==> src/rtl/cpu_modules.sv <==
// Shared types and constants for the instruction/data memory port arbiter.
package cpu_modules;

   typedef enum logic [2:0] {
      IDLE,
      WAIT_I,
      WAIT_D,
      DROP,
      LEXC
   } arb_state_t;

   localparam logic [4:0] EXC_INSTR_MISALIGNED = 5'd0;
   localparam logic [1:0] MEM_SIZE_W           = 2'd2;

endpackage

==> src/rtl/imem_arbiter.sv <==
// Shares one memory port between instruction fetch and load/store, one transaction
// outstanding at a time; data has priority, a starvation counter guarantees fetch progress.
//
// state  | meaning
// IDLE   | nothing outstanding, arbitration active
// WAIT_I | fetch owns the outstanding transaction
// WAIT_D | data owns the outstanding transaction
// DROP   | killed fetch in flight, response will be absorbed
// LEXC   | misaligned fetch, local exception being delivered
module imem_arbiter
   import cpu_modules::*;
#(
   parameter int STARVE_LIMIT = 4
) (
   input  logic        clk,
   input  logic        reset,
   input  logic        if_req_i,
   input  logic [63:0] if_addr_i,
   output logic        if_ready_o,
   input  logic        if_kill_i,
   output logic [31:0] if_rdata_o,
   output logic        if_rvalid_o,
   input  logic        if_rready_i,
   output logic        if_exc_valid_o,
   output logic [4:0]  if_exc_code_o,
   input  logic        d_req_i,
   input  logic [63:0] d_addr_i,
   input  logic        d_we_i,
   input  logic [63:0] d_wdata_i,
   input  logic [1:0]  d_size_i,
   output logic        d_ready_o,
   output logic [63:0] d_rdata_o,
   output logic        d_rvalid_o,
   input  logic        d_rready_i,
   output logic        d_exc_valid_o,
   output logic [4:0]  d_exc_code_o,
   output logic        mem_req_o,
   input  logic        mem_ready_i,
   output logic [63:0] mem_addr_o,
   output logic        mem_we_o,
   output logic [63:0] mem_wdata_o,
   output logic [1:0]  mem_size_o,
   input  logic [63:0] mem_rdata_i,
   input  logic        mem_rvalid_i,
   output logic        mem_rready_o,
   input  logic        mem_exc_valid_i,
   input  logic [4:0]  mem_exc_code_i
);

   localparam int CW = $clog2(STARVE_LIMIT + 1);

   arb_state_t    state, next_state;
   logic [CW-1:0] starve_cnt;
   logic          sel_hi;
   logic          starve_sat;
   logic          misaligned;
   logic          grant_i, grant_d;
   logic          fetch_taken, data_taken;

   assign starve_sat = (starve_cnt == CW'(STARVE_LIMIT));
   assign misaligned = (if_addr_i[1:0] != 2'b00);

   always_comb begin
      next_state     = state;
      grant_i        = 1'b0;
      grant_d        = 1'b0;
      fetch_taken    = 1'b0;
      data_taken     = 1'b0;
      if_ready_o     = 1'b0;
      d_ready_o      = 1'b0;
      mem_req_o      = 1'b0;
      mem_addr_o     = '0;
      mem_we_o       = 1'b0;
      mem_wdata_o    = '0;
      mem_size_o     = '0;
      mem_rready_o   = 1'b0;
      if_rdata_o     = '0;
      if_rvalid_o    = 1'b0;
      if_exc_valid_o = 1'b0;
      if_exc_code_o  = '0;
      d_rdata_o      = '0;
      d_rvalid_o     = 1'b0;
      d_exc_valid_o  = 1'b0;
      d_exc_code_o   = '0;

      if (!reset) begin
         unique case (state)
            IDLE: begin
               // a same-cycle kill removes fetch from arbitration, data may still go
               grant_i = if_req_i && !if_kill_i && (!d_req_i || starve_sat);
               grant_d = d_req_i && !grant_i;
               if (grant_i) begin
                  if (misaligned) begin
                     if_ready_o  = 1'b1;
                     fetch_taken = 1'b1;
                     next_state  = LEXC;
                  end else begin
                     mem_req_o   = 1'b1;
                     mem_addr_o  = if_addr_i;
                     mem_size_o  = MEM_SIZE_W;
                     if_ready_o  = mem_ready_i;
                     fetch_taken = mem_ready_i;
                     if (mem_ready_i) next_state = WAIT_I;
                  end
               end else if (grant_d) begin
                  mem_req_o   = 1'b1;
                  mem_addr_o  = d_addr_i;
                  mem_we_o    = d_we_i;
                  mem_wdata_o = d_wdata_i;
                  mem_size_o  = d_size_i;
                  d_ready_o   = mem_ready_i;
                  data_taken  = mem_ready_i;
                  if (mem_ready_i) next_state = WAIT_D;
               end
            end
            WAIT_I: begin
               if_rdata_o     = sel_hi ? mem_rdata_i[63:32] : mem_rdata_i[31:0];
               if_rvalid_o    = mem_rvalid_i;
               if_exc_valid_o = mem_exc_valid_i;
               if_exc_code_o  = mem_exc_code_i;
               mem_rready_o   = if_rready_i;
               if (mem_rvalid_i && if_rready_i) next_state = IDLE;
               else if (if_kill_i)              next_state = DROP;
            end
            WAIT_D: begin
               d_rdata_o     = mem_rdata_i;
               d_rvalid_o    = mem_rvalid_i;
               d_exc_valid_o = mem_exc_valid_i;
               d_exc_code_o  = mem_exc_code_i;
               mem_rready_o  = d_rready_i;
               if (mem_rvalid_i && d_rready_i) next_state = IDLE;
            end
            DROP: begin
               mem_rready_o = 1'b1;
               if (mem_rvalid_i) next_state = IDLE;
            end
            LEXC: begin
               if_rvalid_o    = !if_kill_i;
               if_exc_valid_o = !if_kill_i;
               if_exc_code_o  = EXC_INSTR_MISALIGNED;
               if (if_kill_i || if_rready_i) next_state = IDLE;
            end
            default: next_state = IDLE;
         endcase
      end
   end

   always_ff @(posedge clk) begin
      if (reset) begin
         state      <= IDLE;
         starve_cnt <= '0;
         sel_hi     <= 1'b0;
      end else begin
         state <= next_state;
         if (fetch_taken) sel_hi <= if_addr_i[2];
         if (!if_req_i || fetch_taken)
            starve_cnt <= '0;
         else if (data_taken && !starve_sat)
            starve_cnt <= starve_cnt + 1'b1;
      end
   end

endmodule

==> config.mk <==
export PLATFORM = sky130hd
export DESIGN_NAME = imem_arbiter
export DESIGN_NICKNAME = d
export VERILOG_FILES = /design/src/rtl/cpu_modules.sv /design/src/rtl/imem_arbiter.sv
export SDC_FILE = /design/constraint.sdc
export NUM_CORES = 1
export LEC_CHECK = 0
export CORE_AREA = 2 2 203 205
export DETAILED_ROUTE_END_ITERATION = 10
export DIE_AREA = 0 0 205 207
export GPL_ROUTABILITY_DRIVEN = 0
export PLACE_DENSITY = 0.42
export SLEW_MARGIN = 20
export SYNTH_ARGS = -nofsm -noshare
export SYNTH_HDL_FRONTEND = slang
export SYNTH_SLANG_ARGS = --single-unit
==> constraint.sdc <==
create_clock -name clk -period 2.23 [get_ports clk]
set_clock_uncertainty 0.05 [all_clocks]
set_input_delay 0.223 -clock clk [delete_from_list [all_inputs] [get_ports clk]]
set_output_delay 0.223 -clock clk [all_outputs]
set_load 0.05 [all_outputs]
==> flow_summary_export.csv <==
group,metric,value,unit
min_path,hp-start,"reset",
clocking,cts_root_buf,"clkbuf_16",
synth,ys_seq_elements,7,
synth,synthArstFlopShare,0,%
min_path,hold_depth,3,
sta,finalHoldViolCount,0,
floorplanning,coreArea,0.0404,mm^2
sta,relSlewSlack,70.9,%
worst_setup_path,reg2reg_depth,9,
worst_setup_path,r2r_slack,0.29,ns
sta,tightest_slew,0.433,ns
worst_setup_path,worst-path-max-fanout,6,
drt,antenna_left,0,
drt,wl,26.7,mm
outcome,status,"finished clean",
synth,netlist-cell-type-count,42,
synth,synth-seq-area-share,4.85,%
layout,fin_util,30.2,%
power_and_ir_drop,p_clk_share,10.2,%
synth,avgSynthCellArea,6.23,um^2
global_route,grt_use_total,11.1,%
clocking,ctsHoldBuffers,0,
worst_setup_path,r2r-start,"starve_cnt[0]",
clocking,cts_max_path_buffers,2,
drt,dr_total_vias,5495,
synth,syn_inst,463,
synth,yosys_most_used_dff,"dfxtp_1",
global_route,globalRouteOverflowTotal,0,
floorplanning,die_x,205,um
layout,areaGrowthSynthToFinish,322,%
floorplanning,num_rows,74,
drt,drt_iter0_drc,188,
sta,setup_viol,0,
power_and_ir_drop,power.density,246,mW/mm^2
layout,nets,1257,
worst_setup_path,required,1.96,ns
synth,netlist_area,0.00289,mm^2
synth,synth_most_common_cell,"nor2_1",
drt,drc_errors,0,
power_and_ir_drop,ir_drop,193,uV
sta,period_share,98.8,%
global_route,grt_max_degree,72,
drt,first_pass_iters,5,
global_route,grt_pass1_vias,5852,
floorplanning,initial_core_util,7.15,%
sta,rsz0062_at_grt,"yes",
worst_setup_path,endpoint_kind,"primary output",
min_path,min_to,"state[2]",
clocking,path_clk_slew,0.04,ns
synth,synth-edff-count,0,
synth,synth_top_area_share,16.1,%
place,dp_cells,1491,
synth,yosys_warnings,0,
clocking,clock_latency,0.23,ns
job,max_cap_violations,0,
synth,synth_common_cells,"nor2_1 (108), and2_1 (71), and3_1 (70)",
place,place_area,0.0116,mm^2
power_and_ir_drop,p_int,1.68,mW
sta,maxSlewViolCount,0,
layout,final_design_area_no_fill,0.0122,mm^2
clocking,numCtsBuffers,3,
sta,fmax,454,MHz
layout,layoutNonFillerInstCount,1515,
floorplanning,die_h,207,um
synth,syn_nets,739,
worst_setup_path,start_kind,"register",
min_path,hold_class,"in -> reg",
clocking,numClockSinks,7,
drt,via_per_inst,3.63,
power_and_ir_drop,swShare,43.8,%
worst_setup_path,crit_arrival,1.93,ns
power_and_ir_drop,p_comb_share,85.4,%
clocking,cts_tree,"built",
global_route,antenna_found_initial,5,
floorplanning,die_area,0.0424,mm^2
worst_setup_path,rr_endpoint,"state[0]",
worst_setup_path,crit_type,"reg -> out",
sta,period_minus_slack,2.20,ns
place,io_buffers,518,
drt,wire_per_inst,17.6,um
clocking,htreeDepth,1,
power_and_ir_drop,pwr-share-seq,4.4,%
global_route,grt_pass1_wl,36.8,mm
layout,drive_gt1_share,47.4,%
synth,synth.area.top_cells,"a22oi_1 (16%), and2_1 (15%), and3_1 (15%)",
power_and_ir_drop,switchingPower,1.31,mW
synth,synth_top_area_cell,"a22oi_1",
layout,fill_cells,4186,
power_and_ir_drop,leakagePower,4.74,nW
power_and_ir_drop,power.total,3.00,mW
floorplanning,io_pins,519,
place,dp_hpwl,22.1,mm
[layer usage]
layer / vias to the layer above / global-route usage, % / wire length, um
li1: 2662 / - / -
met1: 2494 / 12.6 / 9870
met2: 325 / 21.1 / 14100
met3: 12 / 2.86 / 2420
met4: 2 / 1.51 / 210
met5: - / 0 / 12
[layout make-up]
type                    count  area [um^2]  area share, %
well taps                 532          666           5.46
inverters                   8         30.0          0.246
diodes                      3         7.51         0.0616
clock inverters             1         5.00         0.0410
multi-input cells         393         2970           24.4
repair buffers            568         8300           68.0
clock buffers               3         75.1          0.616
flip-flops and latches      7          144           1.18
[power by group through the flow]
stage / logic [mW] / clock network (mW) / registers [mW]
5_1_grt: 2.67 / 0.322 / 0.133
3_5_place_dp: 2.49 / 0 / 0.134
3_3_place_gp: 2.49 / 0 / 0.134
2_1_floorplan: 1.00 / 0 / 0.134
4_1_cts: 2.51 / 0.312 / 0.132
6_report: 2.56 / 0.305 / 0.132
[cells by family after synthesis]
| logic type | Yosys count | share of synthesized area, % |
|---|---|---|
| xor+xnor | 3 | 0.910 |
| mux | 34 | 11.8 |
| simple gates | 274 | 51.9 |
| buf+inv | 63 | 9.06 |
| flops | 7 | 4.85 |
| fa+ha+maj | 2 | 0.867 |
| compound gates | 80 | 20.6 |
[cell usage in the layout, fill, tap and decap left out, types with 6 or more instances in the layout]
cell             netlist  layout
and3_1                70      69
clkdlybuf4s50_1        0     270
clkbuf_16              0       8
and2_1                71      40
nor2_2                 0      95
nor2_1               108      10
a22oi_2                0      16
buf_4                  0      25
a22oi_1               62      46
buf_12                 0     258
and2_4                 0      31
mux2i_1               34      34
inv_1                  8       6
[critical path: stages, from the launching register on]
cell and delay, ns:
dfxtp_2 0.32, inv_2 0.07, ha_4 0.15, a21boi_4 0.06, nor4_4 0.22, buf_6 0.17, buf_12 0.14, clkbuf_16 0.15
a22oi_2 0.07, nor2_2 0.16, buf_12 0.15
[worst max-delay path by stage]
stage	start	end	slack [ns]	depth (start not counted)
2_1_floorplan	starve_cnt[0]	mem_size_o[1]	-0.13	7
3_3_place_gp	if_kill_i	mem_addr_o[49]	-0.21	8
3_5_place_dp	if_kill_i	mem_addr_o[49]	-0.26	8
4_1_cts	starve_cnt[0]	mem_addr_o[53]	0.0007	9
5_1_grt	starve_cnt[0]	mem_addr_o[49]	-0.07	10
6_report	starve_cnt[0]	mem_addr_o[51]	0.03	10
[timing repair]
action                                  4_1_cts  5_1_grt
gates cloned                                  0        6
pin swaps                                     4       28
resized for setup                            19       68
setup buffers                                 1       10
endpoints found under the setup margin      138      120
[stage by stage]
stage          hold slack [ns]  TNS [ns]  setup slack [ns]
2_1_floorplan            0.320    -0.126            -0.126
5_1_grt                  0.384     -1.98           -0.0735
3_5_place_dp             0.461    -21.05            -0.260
6_report                 0.359         0            0.0269
3_3_place_gp             0.457    -16.98            -0.210
4_1_cts                  0.469         0          0.000709
[state kept, by name (all words and copies together), names as in the netlist]
name / count
sel_hi: 1
starve_cnt: 3
state: 3
No activity file was read; power rests on OpenSTA's default activity.
